===== src/rtl/midi_note_tx.sv =====
// midi_note_tx: turns a {note,octave} pair, velocity and gate into a MIDI Note On/Off message on an 8N1 line.
// Define MIDI_TX_RUNNING_STATUS_EN to omit a status byte that repeats the previously sent one.
module midi_note_tx #(
    parameter int          CLK_FREQ = 16000000,
    parameter int          BAUD     = 31250,
    parameter logic [3:0]  CHANNEL  = 4'd0
) (
    input  logic       clk,
    input  logic       rst_n,
    input  logic [7:0] note_and_octave,
    input  logic [6:0] velocity,
    input  logic       gate,
    input  logic       valid,
    output logic       ready,
    output logic       serial_out,
    output logic       busy,
    output logic       err_range
);
    localparam int BIT_DIV = CLK_FREQ / BAUD;
    localparam int DW = BIT_DIV > 1 ? $clog2(BIT_DIV) : 1;
    typedef enum logic [1:0] {IDLE, START, DATA, STOP} state_t;
    state_t state_q, state_d;
    logic [DW-1:0] div_q, div_d;
    logic [2:0] bit_q, bit_d;
    logic [1:0] byte_q, byte_d;
    logic [7:0] st_q, num_q, vel_q, cur;
    logic err_q;
    logic [3:0] note, oct;
    logic [7:0] n, status;
    logic in_range, accept, tick, skip_b0;
    assign {note, oct} = note_and_octave;
    // 12*oct = 8*oct + 4*oct; max 195 still fits in 8 bits
    assign n = {1'b0, oct, 3'b000} + {2'b00, oct, 2'b00} + {4'b0000, note};
    assign in_range = (note < 4'd12) && !n[7];
    assign accept = valid && state_q == IDLE;
    assign tick = div_q == DW'(BIT_DIV - 1);
    assign status = {gate ? 4'h9 : 4'h8, CHANNEL};
`ifdef MIDI_TX_RUNNING_STATUS_EN
    logic [7:0] ls_q;
    logic ls_vld_q;
    assign skip_b0 = ls_vld_q && ls_q == status;
    always_ff @(posedge clk or negedge rst_n) begin
        if (!rst_n) begin
            ls_q <= '0;
            ls_vld_q <= 1'b0;
        end else if (accept && in_range && !skip_b0) begin
            ls_q <= status;
            ls_vld_q <= 1'b1;
        end
    end
`else
    assign skip_b0 = 1'b0;
`endif
    always_ff @(posedge clk or negedge rst_n) begin
        if (!rst_n) state_q <= IDLE;
        else state_q <= state_d;
    end
    always_comb begin
        state_d = state_q;
        case (state_q)
            IDLE:  state_d = accept && in_range ? START : IDLE;
            START: state_d = tick ? DATA : START;
            DATA:  state_d = tick && bit_q == 3'd7 ? STOP : DATA;
            STOP:  state_d = tick ? (byte_q == 2'd2 ? IDLE : START) : STOP;
        endcase
    end
    always_comb begin
        div_d = state_q == IDLE || tick ? '0 : div_q + DW'(1);
        bit_d = state_q == DATA && tick ? bit_q + 3'd1 : bit_q;
        byte_d = accept ? (skip_b0 ? 2'd1 : 2'd0)
               : state_q == STOP && tick ? (byte_q == 2'd2 ? 2'd0 : byte_q + 2'd1) : byte_q;
    end
    always_ff @(posedge clk or negedge rst_n) begin
        if (!rst_n) begin
            div_q <= '0;
            bit_q <= '0;
            byte_q <= '0;
            st_q <= '0;
            num_q <= '0;
            vel_q <= '0;
            err_q <= 1'b0;
        end else begin
            div_q <= div_d;
            bit_q <= bit_d;
            byte_q <= byte_d;
            err_q <= accept && !in_range;
            if (accept && in_range) begin
                st_q <= status;
                num_q <= {1'b0, n[6:0]};
                vel_q <= {1'b0, velocity};
            end
        end
    end
    always_comb begin
        cur = byte_q == 2'd0 ? st_q : byte_q == 2'd1 ? num_q : vel_q;
        serial_out = state_q == START ? 1'b0 : state_q == DATA ? cur[bit_q] : 1'b1;
        ready = state_q == IDLE;
        busy = state_q != IDLE;
        err_range = err_q;
    end
endmodule

===== config.mk =====
export PLATFORM = sky130hd
export DESIGN_NAME = midi_note_tx
export DESIGN_NICKNAME = d
export VERILOG_FILES = /design/src/rtl/midi_note_tx.sv
export SDC_FILE = /design/constraint.sdc
export NUM_CORES = 1
export LEC_CHECK = 0
export CAP_MARGIN = 10
export CELL_PAD_IN_SITES_DETAIL_PLACEMENT = 1
export CELL_PAD_IN_SITES_GLOBAL_PLACEMENT = 1
export CORE_ASPECT_RATIO = 1.75
export CORE_UTILIZATION = 40
export CTS_BUF_LIST = sky130_fd_sc_hd__clkbuf_8
export DETAILED_ROUTE_END_ITERATION = 10
export GPL_TIMING_DRIVEN = 0
export PLACE_DENSITY = 0.83
export SETUP_SLACK_MARGIN = 0.15
export SLEW_MARGIN = 0
export SYNTH_ARGS = -nofsm -noshare
export SYNTH_HDL_FRONTEND = slang
export SYNTH_SLANG_ARGS = --single-unit
export TNS_END_PERCENT = 20

===== constraint.sdc =====
create_clock -name clk -period 2.07 [get_ports clk]
set_input_delay 0.3105 -clock clk [delete_from_list [all_inputs] [get_ports clk]]
set_output_delay 0.3105 -clock clk [all_outputs]
set_load 0.01 [all_outputs]

==> results of run 1 <==
path summary, 6_finish.rpt:
kind	startpoint	endpoint	slack [ns]	depth (start not counted)
worst max-delay path	note_and_octave[7]	vel_q[2]	-0.12	8
worst min-delay path	rst_n	div_q[8]	0.08	1
worst max register to register	div_q[0]	bit_q[1]	0.30	6
worst min register to register	st_q[7]	st_q[7]	0.48	1
max in group asynchronous	rst_n	num_q[1]	1.52	1
min in group clk	note_and_octave[0]	num_q[2]	0.43	3
placed cells by master (no fill, tap or decap), drive strengths merged, types with 2 or more instances in the layout:
cell / instances
a211oi: 2
a21oi: 8
a221o: 3
and3: 2
buf: 17
clkbuf: 9
clkdlybuf4s50: 15
dfrtp: 33
dlygate4sd2: 2
fa: 2
ha: 11
inv: 12
mux2: 15
nand2: 12
nand2b: 2
nand3: 3
nand3b: 4
nor2: 9
nor2b: 2
o2111ai: 2
o21ai: 9
or3: 2
xnor2: 8
metal layers:
| layer | wire length (microns) | track usage, % | vias to the layer above |
|---|---|---|---|
| met5 | 0 | 0 | - |
| met1 | 1400 | 18.9 | 678 |
| met3 | 96 | 4.36 | 11 |
| met4 | 85 | 6.58 | 0 |
| met2 | 2570 | 40.1 | 20 |
| li1 | - | - | 635 |
sequential cells by signal, indices dropped and copies added (netlist names):
signal,count
num_q,7
byte_q,2
div_q,9
state_q,2
st_q,2
vel_q,7
err_range,1
bit_q,3
cell families (layout without fill, tap and decap cells):
| group | Yosys count | in the layout | synth area share, % |
|---|---|---|---|
| simple gates | 40 | 40 | 12.0 |
| flops | 33 | 33 | 45.6 |
| compound gates | 31 | 31 | 12.4 |
| buf+inv | 19 | 56 | 5.05 |
| mux | 16 | 16 | 10.7 |
| fa+ha+maj | 13 | 13 | 9.82 |
| xor+xnor | 9 | 9 | 4.36 |
layout make-up:
| type | count | area, sq um |
|---|---|---|
| multi-input cells | 109 | 970 |
| clock buffers | 7 | 96.3 |
| inverters | 12 | 45.0 |
| repair buffers | 29 | 262 |
| plain buffers | 7 | 56.3 |
| clock inverters | 1 | 5.00 |
| flip-flops and latches | 33 | 826 |
| fillers | 450 | 2040 |
| well taps | 51 | 63.8 |
stage by stage:
stage / hold slack (ns) / setup slack, ns / std cells / instance area [sq um] / total power, mW
floorplan: 0.0149 / -0.297 / 161 / 1810 / 0.704
global placement: 0.452 / -0.920 / 234 / 2100 / 0.763
detailed placement: 0.408 / -1.02 / 234 / 2090 / 0.772
CTS: 0.105 / -0.135 / 248 / 2300 / 1.32
global route: 0.151 / -0.174 / 249 / 2320 / 1.36
finish: 0.0809 / -0.119 / 249 / 2320 / 1.31
report_power, final:
| part | internal, mW | switching, mW | total [mW] |
|---|---|---|---|
| sequential | 0.645 | 0 | 0.645 |
| combinational | 0.0741 | 0.0643 | 0.138 |
| clock | 0.300 | 0.224 | 0.524 |
| total | 1.02 | 0.288 | 1.31 |
repair_timing:
item,4_1_cts,5_1_grt
endpoints found under the setup margin,30,32
setup buffers,6,1
gates resized for setup,36,6
pin swaps,6,2
==> impl_metrics.csv, run 1 <==
group,metric,value,unit
setup_path,end_kind,"register",
synthesis,synth.net_count,193,
placed_design,hpwl,3190,microns
clock_network,h-tree-depth,2,
grt,grtUsageTotal,20.3,%
grt,grt_pass1_vias,1567,
synthesis,synth_top_area_share,45.6,%
synthesis,synth_most_common_cell,"dfrtp_1",
placed_design,portBuffers,22,
setup_path,path_buf_inv,2,
finish,antenna_cells,0,
route,vias_per_cell,5.40,
sta,finalSetupViolations,15,
sta,timing.final.crit_share,106,%
sta,fin_crit,2.19,ns
die,die_width,52.8,microns
placed_design,gp_congestion,0.791,
route,first_pass_iters,4,
flow_run,cap_violations,0,
route,drc,0,
clock_network,cts_tree,"built",
route,drtIter0Drc,15,
finish,layout-drive-gt1-share,28.8,%
grt,grt_pass1_wl,7050,microns
sta,worst_pin_slew,0.723,ns
sta,maxClockFrequency,457,MHz
hold_path,hp-class,"primary input to asynchronous set/reset pin",
power,ir_drop,0.000500,V
setup_path,cp_top_family,"adder cells",
clock_network,cts_hold_buf,0,
synthesis,netlist_area,1810,sq um
die,placementRows,32,
sta,setup_slack,-0.119,ns
die,initial_utilization,41.5,%
clock_network,clock-sinks,33,
synthesis,synth_top_flop_cell,"dfrtp_1",
clock_network,clk_pin_slew,0.07,ns
finish,area_growth,28.4,%
outcome,violations,"negative setup slack",
synthesis,ys_types,40,
setup_path,max_stage_delay,0.52,ns
sta,relSlewSlack,51.8,%
synthesis,synthTopCellsByCount,"dfrtp_1, inv_1, nand2_1",
die,core-area,4360,sq um
synthesis,synth-seq-cells,33,
synthesis,synth-seq-area-share,45.6,%
setup_path,worstSetupStartpointType,"primary input",
clock_network,clk_path_buf_depth,2,
clock_network,cts_made_buffers,5,
setup_path,cp.required,2.23,ns
die,fp.dieArea,4810,sq um
grt,antenna_found_initial,0,
die,die_h,91.0,microns
synthesis,ys_warn_count,0,
finish,final_nets,229,
route,wl_per_cell,16.7,microns
clock_network,cts_root_buffer,"clkbuf_8",
synthesis,synth-edff-count,0,
sta,slew_viol_final,0,
synthesis,synth_top_area_cell,"dfrtp_1",
synthesis,avgSynthCellArea,11.2,sq um
setup_path,path_cells,"buf_6, fa_1, ha_4, fa_2, a21oi_4, o2111ai_4, buf_8, mux2_4",
outcome,status,"complete, but fails checks",
synthesis,synthTopCellsByArea,"dfrtp_1, ha_1, mux2_2, xnor2_1, mux2_4",
grt,gr-total-overflow,0,
sta,skew,0.00719,ns
setup_path,crit_fanout,7,
power,p_leak,1.09,nW
route,dr_total_vias,1344,
route,drtAntennaViolNets,0,
sta,setup-tns-final,-1.31,ns
sta,hold_viol,0,
die,ios,23,
synthesis,synthCells,161,
sta,rsz0062_at_grt,"true",
setup_path,slowest_stage,"fa_1",
grt,grt_max_degree,34,
clock_network,clk_latency,0.28,ns
finish,fin_util,53.2,%
power,power_per_cell_area,563,nW/um^2
setup_path,crit_arrival,2.35,ns
synthesis,ys_async_sr_fraction,100,%
setup_path,critPathKind,"primary input to register",
route,routed_wl,4150,microns
(Power assumes the default switching activity.)
==> run 2: changes to the inputs <==
- ABC_CLOCK_PERIOD_IN_PS: unset -> 2070
==> results of run 2 <==
The final DEF is identical to that of run 1; final timing and power are the same.
